`config.mk`:
```
export PLATFORM = sky130hd
export DESIGN_NAME = cpu_sequencer
export DESIGN_NICKNAME = d
export VERILOG_FILES = /design/src/rtl/cpu_pkg.sv /design/src/rtl/cpu_sequencer.sv
export SDC_FILE = /design/constraint.sdc
export NUM_CORES = 1
export LEC_CHECK = 0
export ABC_AREA = 1
export CAP_MARGIN = 20
export CORE_ASPECT_RATIO = 0.8
export CORE_MARGIN = 10
export CORE_UTILIZATION = 46
export DETAILED_ROUTE_END_ITERATION = 12
export PLACE_DENSITY = 0.82
export SETUP_SLACK_MARGIN = 0.2
export SLEW_MARGIN = 40
export SYNTH_ARGS = -nofsm -noshare
export SYNTH_HDL_FRONTEND = slang
export SYNTH_SLANG_ARGS = --single-unit
```
`constraint.sdc`:
```
create_clock -name clk -period 3 [get_ports clk]
set_input_delay 0.45 -clock clk [delete_from_list [all_inputs] [get_ports clk]]
set_output_delay 0.45 -clock clk [all_outputs]
set_load 0.01 [all_outputs]
```
`src/rtl/cpu_pkg.sv`:
```
// Shared definitions for the 8-bit CPU: sequencer phase encodings, opcodes and instruction-class helpers.
package cpu_pkg;

  localparam int unsigned PHASE_W = 3;
  localparam int unsigned OPC_W   = 4;

  localparam logic [PHASE_W-1:0] FETCH     = 3'd0;
  localparam logic [PHASE_W-1:0] DECODE    = 3'd1;
  localparam logic [PHASE_W-1:0] EXECUTE   = 3'd2;
  localparam logic [PHASE_W-1:0] WRITEBACK = 3'd3;
  localparam logic [PHASE_W-1:0] OUTPUT    = 3'd4;

  localparam logic [OPC_W-1:0] NOP  = 4'h0;
  localparam logic [OPC_W-1:0] LOAD = 4'hA;

  // Instruction classes by opcode: register ops 1-7, immediate ops 8-B (incl. LOAD), output ops C-F.
  function automatic logic is_rtype(input logic [7:0] instr);
    return (instr[3] == 1'b0) && (instr[3:0] != NOP);
  endfunction

  function automatic logic is_itype(input logic [7:0] instr);
    return instr[3:2] == 2'b10;
  endfunction

  function automatic logic is_otype(input logic [7:0] instr);
    return instr[3:2] == 2'b11;
  endfunction

endpackage

```
`src/rtl/cpu_sequencer.sv`:
```
// Five-phase instruction sequencer: latches one instruction per handshake, steps the phases for
// control_lut, provides the result handshake and counts retired instructions.
module cpu_sequencer
  import cpu_pkg::*;
#(
  parameter int unsigned INSTR_W = 8,
  parameter int unsigned STATE_W = PHASE_W,
  parameter int unsigned CNT_W   = 8
) (
  input  logic               clk,
  input  logic               rst_n,
  input  logic               ena,
  input  logic [INSTR_W-1:0] instr_in,
  input  logic               instr_valid,
  output logic               instr_ready,
  input  logic               out_ready,
  output logic               out_valid,
  output logic [STATE_W-1:0] state,
  output logic [INSTR_W-1:0] instr_q,
  output logic               busy,
  output logic [CNT_W-1:0]   retired_cnt
);

  logic [STATE_W-1:0] r_state;
  logic [STATE_W-1:0] w_state_nxt;
  logic [INSTR_W-1:0] r_instr_q;
  logic [CNT_W-1:0]   r_retired_cnt;
  logic               w_accept;
  logic               w_retire;

  // State register; ena=0 freezes the phase.
  always_ff @(posedge clk) begin
    if (!rst_n) begin
      r_state <= FETCH;
    end else if (ena) begin
      r_state <= w_state_nxt;
    end
  end

  // Next-state and handshake qualifiers (ena gates the registers, so it is only needed on the strobes).
  always_comb begin
    w_state_nxt = r_state;
    w_accept    = 1'b0;
    w_retire    = 1'b0;
    case (r_state)
      FETCH: begin
        if (instr_valid) begin
          w_state_nxt = DECODE;
          w_accept    = ena;
        end
      end
      DECODE:    w_state_nxt = EXECUTE;
      EXECUTE: begin
        if (r_instr_q == '0) begin
          w_state_nxt = FETCH;
          w_retire    = ena;
        end else begin
          w_state_nxt = WRITEBACK;
        end
      end
      WRITEBACK: w_state_nxt = OUTPUT;
      OUTPUT: begin
        if (out_ready) begin
          w_state_nxt = FETCH;
          w_retire    = ena;
        end
      end
      default:   w_state_nxt = FETCH;
    endcase
  end

  // Handshake and status outputs decoded from the current phase.
  always_comb begin
    instr_ready = 1'b0;
    out_valid   = 1'b0;
    busy        = 1'b1;
    if (r_state == FETCH) begin
      instr_ready = 1'b1;
      busy        = 1'b0;
    end
    if (r_state == OUTPUT) begin
      out_valid = 1'b1;
    end
  end

  // Instruction register, written only on an accepted FETCH handshake.
  always_ff @(posedge clk) begin
    if (!rst_n) begin
      r_instr_q <= '0;
    end else if (w_accept) begin
      r_instr_q <= instr_in;
    end
  end

  // Retired-instruction counter, wraps silently.
  always_ff @(posedge clk) begin
    if (!rst_n) begin
      r_retired_cnt <= '0;
    end else if (w_retire) begin
      r_retired_cnt <= r_retired_cnt + CNT_W'(1);
    end
  end

  assign state       = r_state;
  assign instr_q     = r_instr_q;
  assign retired_cnt = r_retired_cnt;

endmodule

```
After elaboration in Yosys (flattened, before gate mapping)
Cells that the tools add are included.
{"block": "classes", "n_eq_ne": 6, "n_reduce_logical": 3, "muxes": 12, "addsub": 1}
{"operator": "3-bit case mux with 5 select lines", "count": 1}
{"operator": "8-bit by 1-bit adder with 8-bit output, second input constant", "count": 1}
{"operator": "8-bit zero test", "count": 1}
{"operator": "1-bit 2-to-1 mux", "count": 7}
{"operator": "3-bit by 2-bit equality test with 1-bit output, second input constant", "count": 2}
{"operator": "3-bit 2-to-1 mux", "count": 2}
{"operator": "2-bit != test, second input constant", "count": 2}
{"operator": "3-bit by 1-bit equality test with 1-bit output, second input constant", "count": 1}
{"operator": "3-bit equality test, second input constant", "count": 1}
{"operator": "3-bit zero test", "count": 1}
{"operator": "3-bit AND reduction", "count": 1}
{"operator": "2-bit 2-to-1 mux", "count": 1}
{"operator": "1-bit case mux with 2 select lines", "count": 1}
{"block": "word_totals", "ff_bits": 19, "wordCells": 25}

Longest topological paths before layout
{"block": "logic_depth", "depth_word": 3, "ltp_mapped": 9}

Worst setup path before layout
No wires, ideal clock.
{"block": "synth_path", "path_type": "reg-to-reg", "start": "reg r_state[1] (netlist: state[1])", "end": "reg r_instr_q[5] (netlist: instr_q[5])", "setup_time_ns": 0.119, "period_less_slack_ns": 1.284, "setup_slack_ns": 1.716, "arrival_ns": 1.165, "path_buffers": 1, "t_required_ns": 2.881, "path_stages_with_launch": 8, "cell_sequence": "dfxtp_1 nor2_2 nand2_2 inv_2 nand3_4 buf_6 o21ai_0 a21oi_1"}
{"block": "synth_via", "elab_chain_cells": 2}
{"item": "start: declaration", "line_no": "cpu_sequencer.sv:24", "source": "logic [STATE_W-1:0] r_state;"}
{"item": "start signal: assignment", "line_no": "cpu_sequencer.sv:36", "source": "r_state <= w_state_nxt;"}
{"item": "3-bit zero test", "line_no": "cpu_sequencer.sv:45", "source": "case (r_state)"}
{"item": "1-bit 2-to-1 mux", "line_no": "cpu_sequencer.sv:45"}
{"item": "end signal: assignment", "line_no": "cpu_sequencer.sv:91", "source": "r_instr_q <= instr_in;"}
{"item": "end: declaration", "line_no": "cpu_sequencer.sv:26", "source": "logic [INSTR_W-1:0] r_instr_q;"}
No other way between the ends.
A chain may end at the register's enable or synchronous reset.

Final worst setup path
{"block": "layout_path", "start": "reg r_state[1] (netlist: state[1])", "end": "out out_valid"}
{"block": "layout_via", "elab_chain_cells": 2}
{"item": "3-bit equality test", "line_no": "cpu_sequencer.sv:81", "source": "if (r_state == OUTPUT) begin"}
{"item": "1-bit 2-to-1 mux", "line_no": "cpu_sequencer.sv:81"}
{"item": "end: declaration", "line_no": "cpu_sequencer.sv:17", "source": "output logic out_valid,"}
No other way between the ends.

==> results by group <==
Clock tree
  • CTS tree: built
  • Max Root-Sink Buffers: 2
  • CTS Sinks: 19
  • CTS clk-pin slew, worst paths: 0.12 ns
  • Cts bufs inserted: 3
  • Hold buffers post-CTS: 0
  • Cts repair resizes: 0
  • Root Driver: clkbuf_4
  • H-tree Lvls: 1
  • Skew-Pair Late Insertion Delay: 0.31 ns
  • Post-CTS setup buffers: 0

Critical path
  • Crit. Startpoint: state[1]
  • Crit-path cells: nor2_2, nand2_2, inv_1, clkdlybuf4s50_1
  • CP Capture Type: output port
  • Reg2Reg Depth: 8
  • Crit-path max FO: 6
  • Crit path DAT: 1.65 ns
  • FF-to-FF Start: state[1]
  • CP Buf/Inv Count: 2
  • Worst EP required: 2.55 ns
  • Worst path slowest cell: clkdlybuf4s50_1
  • Crit path depth: 4
  • Startpoint types: flop
  • Critical path's top delay family: buffers and inverters
  • Kind of critical path: reg2out
  • Worst path max stage delay: 0.53 ns

Timing
  • Min Tclk post-route: 2.10 ns
  • Max Fclk: 476 MHz
  • Hold_ws: 0.469 ns
  • Setup ws final: 0.899 ns
  • Slew margin rel.: 0.643
  • Slew @ Worst Pin: 0.533 ns
  • Unrepaired setup endpoints after global routing: false
  • Final setup violating endpoints: 0
  • Period utilisation layout: 0.700
  • Max Slew Vio Count: 0
  • Fin. Hold Viols: 0
  • Setup TNS Final: 0 ns
  • Worst clock skew: 0.0125 ns

Synthesis
  • Area contributors post-synth: dfxtp_1 39%, nor2_1 9.3%, nand2_1 8.2%, inv_1 7.8%, nand3_1 7.3%
  • Mapped Cells: 142
  • Post-Syn Area: 965 sq um
  • Post-synth top area share: 0.394
  • Warnings, synthesis: 0
  • Post-synthesis cell type count: 20
  • Synth area leader: dfxtp_1
  • Mean area per synthesized cell: 6.79 sq um
  • Synth Register Bits: 19
  • Sequential share of the synthesized area: 0.394
  • Syn_nets: 156

Finish
  • Post-Layout Cell Count: 202
  • Nets@finish: 193
  • Final Instance Area: 1350 sq um
  • Register Area: 380 sq um
  • Util after Layout: 0.692
  • Area Growth Syn to Fin: 39.6%
  • Multi-input gate area: 483 sq um
  • Antenna cells: 0
  • Ratio of cells with drive above 1 in the final layout: 0.0899
  • Filler Cell Count: 151

Drt
  • Drt via density: 5.29
  • DR pass1 iterations: 5
  • Drt total wl: 2750 um
  • Via count of the routed design: 1068
  • Initial DRC count: 88
  • Drt wl/cell: 13.6 um
  • Routed Antenna Nets: 0
  • DRC viols: 0

Die
  • Row count: 14
  • Die Y: 61.0 um
  • Die width: 71.2 um
  • Core area: 1940 sq um
  • Die Area: 4340 sq um
  • Starting Density: 0.496
  • Ports: 35

Placement
  • Placement Setup Slack: 1.26 ns
  • PortBufs: 34
  • Gpl congestion: 0.848
  • Final HPWL DP: 2150 um
  • Placed Area: 1320 sq um
  • Placed cell count: 198

Global routing
  • Total GRT Usage: 0.130
  • Number of global-route vias before repair: 1046
  • Largest net degree at the start of global routing: 17
  • First-pass GRT wire length: 4660 um
  • Initial antenna violation count: 0
  • Grt ovf: 0

Job
  • Max Cap Viol: 0

Power
  • Cell leakage power: 0.556 nW
  • Pwr dens: 468 nW/um^2
  • Pwr Total: 0.631 mW
  • VDD IR max: 0.404 mV

Status
  • Run status: complete, no violations

Min path
  • Hold_sp: instr_q[3]
  • Hold path depth: 2
  • Hold Crit Class: reg2reg
==> state kept, by name, summed over array words and instances, names as in the netlist <==
name         cells
retired_cnt      8
state            3
instr_q          8
==> area by class of cell <==
type	instances	area share
clock buffers	4	0.0195
inverters	23	0.0641
multi-input cells	98	0.359
flip-flops and latches	19	0.283
well taps	24	0.0223
repair buffers	34	0.253
==> synth_stat cells <==
cell type	count
buf_6	1
nand3b_1	1
xor2_1	1
dfxtp_1	19
o21ai_0	11
nand2_2	4
nor2_4	1
ha_1	1
a21oi_1	13
inv_2	3
clkbuf_1	1
nand3_4	1
o21ai_2	1
nor2_1	24
inv_1	20
nand3_2	1
nand2_1	21
nor2_2	2
nand3_1	14
nor3_1	2
==> report_power, final <==
part / internal, mW / total, mW / switching, mW
Combinational: 0.0925 / 0.203 / 0.110
Sequential: 0.271 / 0.292 / 0.0208
Clock: 0.0519 / 0.136 / 0.0836
==> cell families after synthesis <==
logic type	after synthesis	share of synthesized area
buf+inv	25	0.105
simple gates	71	0.345
flops	19	0.394
fa+ha+maj	1	0.0130
compound gates	25	0.134
xor+xnor	1	0.00908
==> worst reg2reg max path, delay by kind of cell (launching register included) <==
kind          cells  cell delay, ns
buf+inv           1            0.12
flops             1            0.46
simple gates      7            0.72
==> path summary, 6_finish.rpt <==
path	endpoint	slack (ns)
min	instr_q[3]	0.47
min reg2reg	instr_q[3]	0.47
max reg2reg	retired_cnt[1]	1.63
max	out_valid	0.90
==> layer usage <==
layer | share of wire | up-vias | GRT usage
li1 | - | 519 | -
met1 | 0.38 | 482 | 0.125
met2 | 0.52 | 57 | 0.244
met3 | 0.088 | 10 | 0.0587
met4 | 0.017 | 0 | 0.0496
met5 | 0 | - | 0
==> layout by cell type, fill, tap and decap left out, types with 2 or more instances in the layout <==
cell             count
clkdlybuf4s50_1     34
nand3_1             14
o21ai_0             11
nand2_1             21
inv_1               20
nor2_2               2
inv_2                3
clkbuf_4             3
nor2_1              24
nor3_1               2
dfxtp_1             19
a21oi_1             13
nand2_2              4
(Power assumes the default switching activity.)
==> variant, RTL diff (same flow settings) <==
The parameter `INSTR_W` goes from 8 to 6.
--- a/src/rtl/cpu_sequencer.sv
+++ b/src/rtl/cpu_sequencer.sv
@@ -3,7 +3,7 @@
 module cpu_sequencer
   import cpu_pkg::*;
 #(
-  parameter int unsigned INSTR_W = 8,
+  parameter int unsigned INSTR_W = 6,
   parameter int unsigned STATE_W = PHASE_W,
   parameter int unsigned CNT_W   = 8
 ) (
Interface: changed (resized instr_in and instr_q); port bits go from 35 to 31. The function was not compared with the original's and may differ.
==> variant against the original RTL <==
First-iteration DRC count fell by 72%. Sequential cell count decreased by 2. Design area decreased by 10%. Hold slack worse by 0.0031 ns. Synthesized cell count decreased by 12%. Synthesized area down 9.2%. Routed wire length fell by 25%. Critical endpoint unchanged. Sequential power is 12% lower. Largest cell class unchanged. Total power is 13% lower. Setup slack better by 0.071 ns. Largest power group unchanged. Critical path depth unchanged. Core utilization down 3.6 points. Clock power fell by 9%.
==> variant: results (changes against the original RTL) <==
[synth]
ys_top_cells_by_count = nor2_1, inv_1, nand2_1
synth.area.top_cells = dfxtp_1, nor2_1, a21oi_1
yosys_warnings = 0  ; unchanged
seq_area_frac_synth_pct = 38.9  ; -0.57 points
syn-num-nets = 137  ; -12%
synth-main-ff-cell = dfxtp_1
synth_cell_types = 19  ; -5.0%

[outcome]
run_status = complete, no violations

[global_route]
grt_max_degree = 18  ; +1
grt_util_all_layers_pct = 11.1  ; -1.9 points
grt_pass1_wl_um = 3470  ; -25%
antenna_found_initial = 0  ; unchanged
grt_pass1_vias = 765  ; -27%

[pwr]
switchingPower_mw = 0.180  ; -16%
irDropWorstVdd_v = 0.000486  ; +20%
power_leakage_nw = 0.491  ; -12%

[detailed_routing]
via_count = 837  ; -22%
drt-initial-drc-count = 25  ; -72%
drt-wirelength-per-cell_um = 11.5  ; -16%
firstDrtPassIters = 4  ; -1

[finish]
diodes = 0  ; unchanged
drive_above_1_share_pct = 10.3  ; +1.3 points
final_nets = 169  ; -12%
nFillCells = 173  ; +15%
largest_register_ffs = 8
final_core_util_pct = 65.6  ; -3.6 points

[worst_hold_path]
hold_class = flip-flop to flip-flop

[place]
place_hpwl_um = 1650  ; -23%
port_buffers = 30  ; -12%
gp_congestion = 0.804  ; -5.2%

[timing]
skew_ns = 0.00998  ; -0.00255 ns
slew_headroom_pct = 64.2  ; -0.14 points

[setup_path]
cpLargestDelayFamily = buffers and inverters
cp.arrival_ns = 1.58  ; -0.07 ns
critical-path-max-stage-delay_ns = 0.53  ; about the same

[clock_tree]
clk_pin_slew_worst_paths_ns = 0.11

[variant: through the flow]
stage | hold slack (ns) | power, mW | instance area [um2] | cells | setup slack (ns)
floorplan | 0.479 | 0.362 | 876 | 125 | 1.76
global placement | 0.448 | 0.429 | 1180 | 176 | 1.29
detailed placement | 0.454 | 0.432 | 1180 | 176 | 1.25
CTS | 0.470 | 0.559 | 1210 | 180 | 0.948
global route | 0.498 | 0.584 | 1210 | 180 | 0.878
finish | 0.465 | 0.550 | 1210 | 180 | 0.970
[variant: tightest hold or removal path: stages, from the launching register on]
cell	delay [ns]
dfxtp_1	0.33
inv_1	0.05
a21oi_1	0.05
[variant: final cells by class]
cell class                      instances  area share [%]
Tap cell                               24            2.49
Clock buffer                            3            1.87
Timing Repair Buffer                   30            24.9
Multi-Input combinational cell         86            36.3
Sequential cell                        17            28.2
Inverter                               19            5.91
Clock inverter                          1           0.415
[variant: logic make-up after synthesis]
| logic type | share of synthesized area, % |
|---|---|
| and+or+nand+nor | 30.7 |
| AOI/OAI and AO/OA | 17.9 |
| buffers and inverters | 11.1 |
| DFF | 38.9 |
| adders and majority gates | 1.43 |
[variant: worst paths after layout]
check,start,endpoint,slack [ns],cells after the start
max reg2reg,instr_q[1]$_SDFFE_PN0P_,retired_cnt[2]$_SDFFE_PN0P_,1.62,6
max,state[1]$_SDFFE_PN0P_,out_valid,0.97,4
min reg2reg,instr_q[3]$_SDFFE_PN0P_,instr_q[3]$_SDFFE_PN0P_,0.47,2
min,instr_q[3]$_SDFFE_PN0P_,instr_q[3]$_SDFFE_PN0P_,0.47,2
[variant: layer usage]
layer	part of all wire (%)	track usage, %
met5	0	0
met4	0.29	1.97
met3	6.3	5.86
met2	52	18.7
met1	41	12.4
[variant: power by group through the flow]
stage / clock network (mW) / logic, mW / registers, mW
floorplan: 0 / 0.0942 / 0.268
global placement: 0 / 0.167 / 0.262
detailed placement: 0 / 0.169 / 0.263
CTS: 0.131 / 0.170 / 0.258
global route: 0.138 / 0.186 / 0.261
finish: 0.124 / 0.168 / 0.257
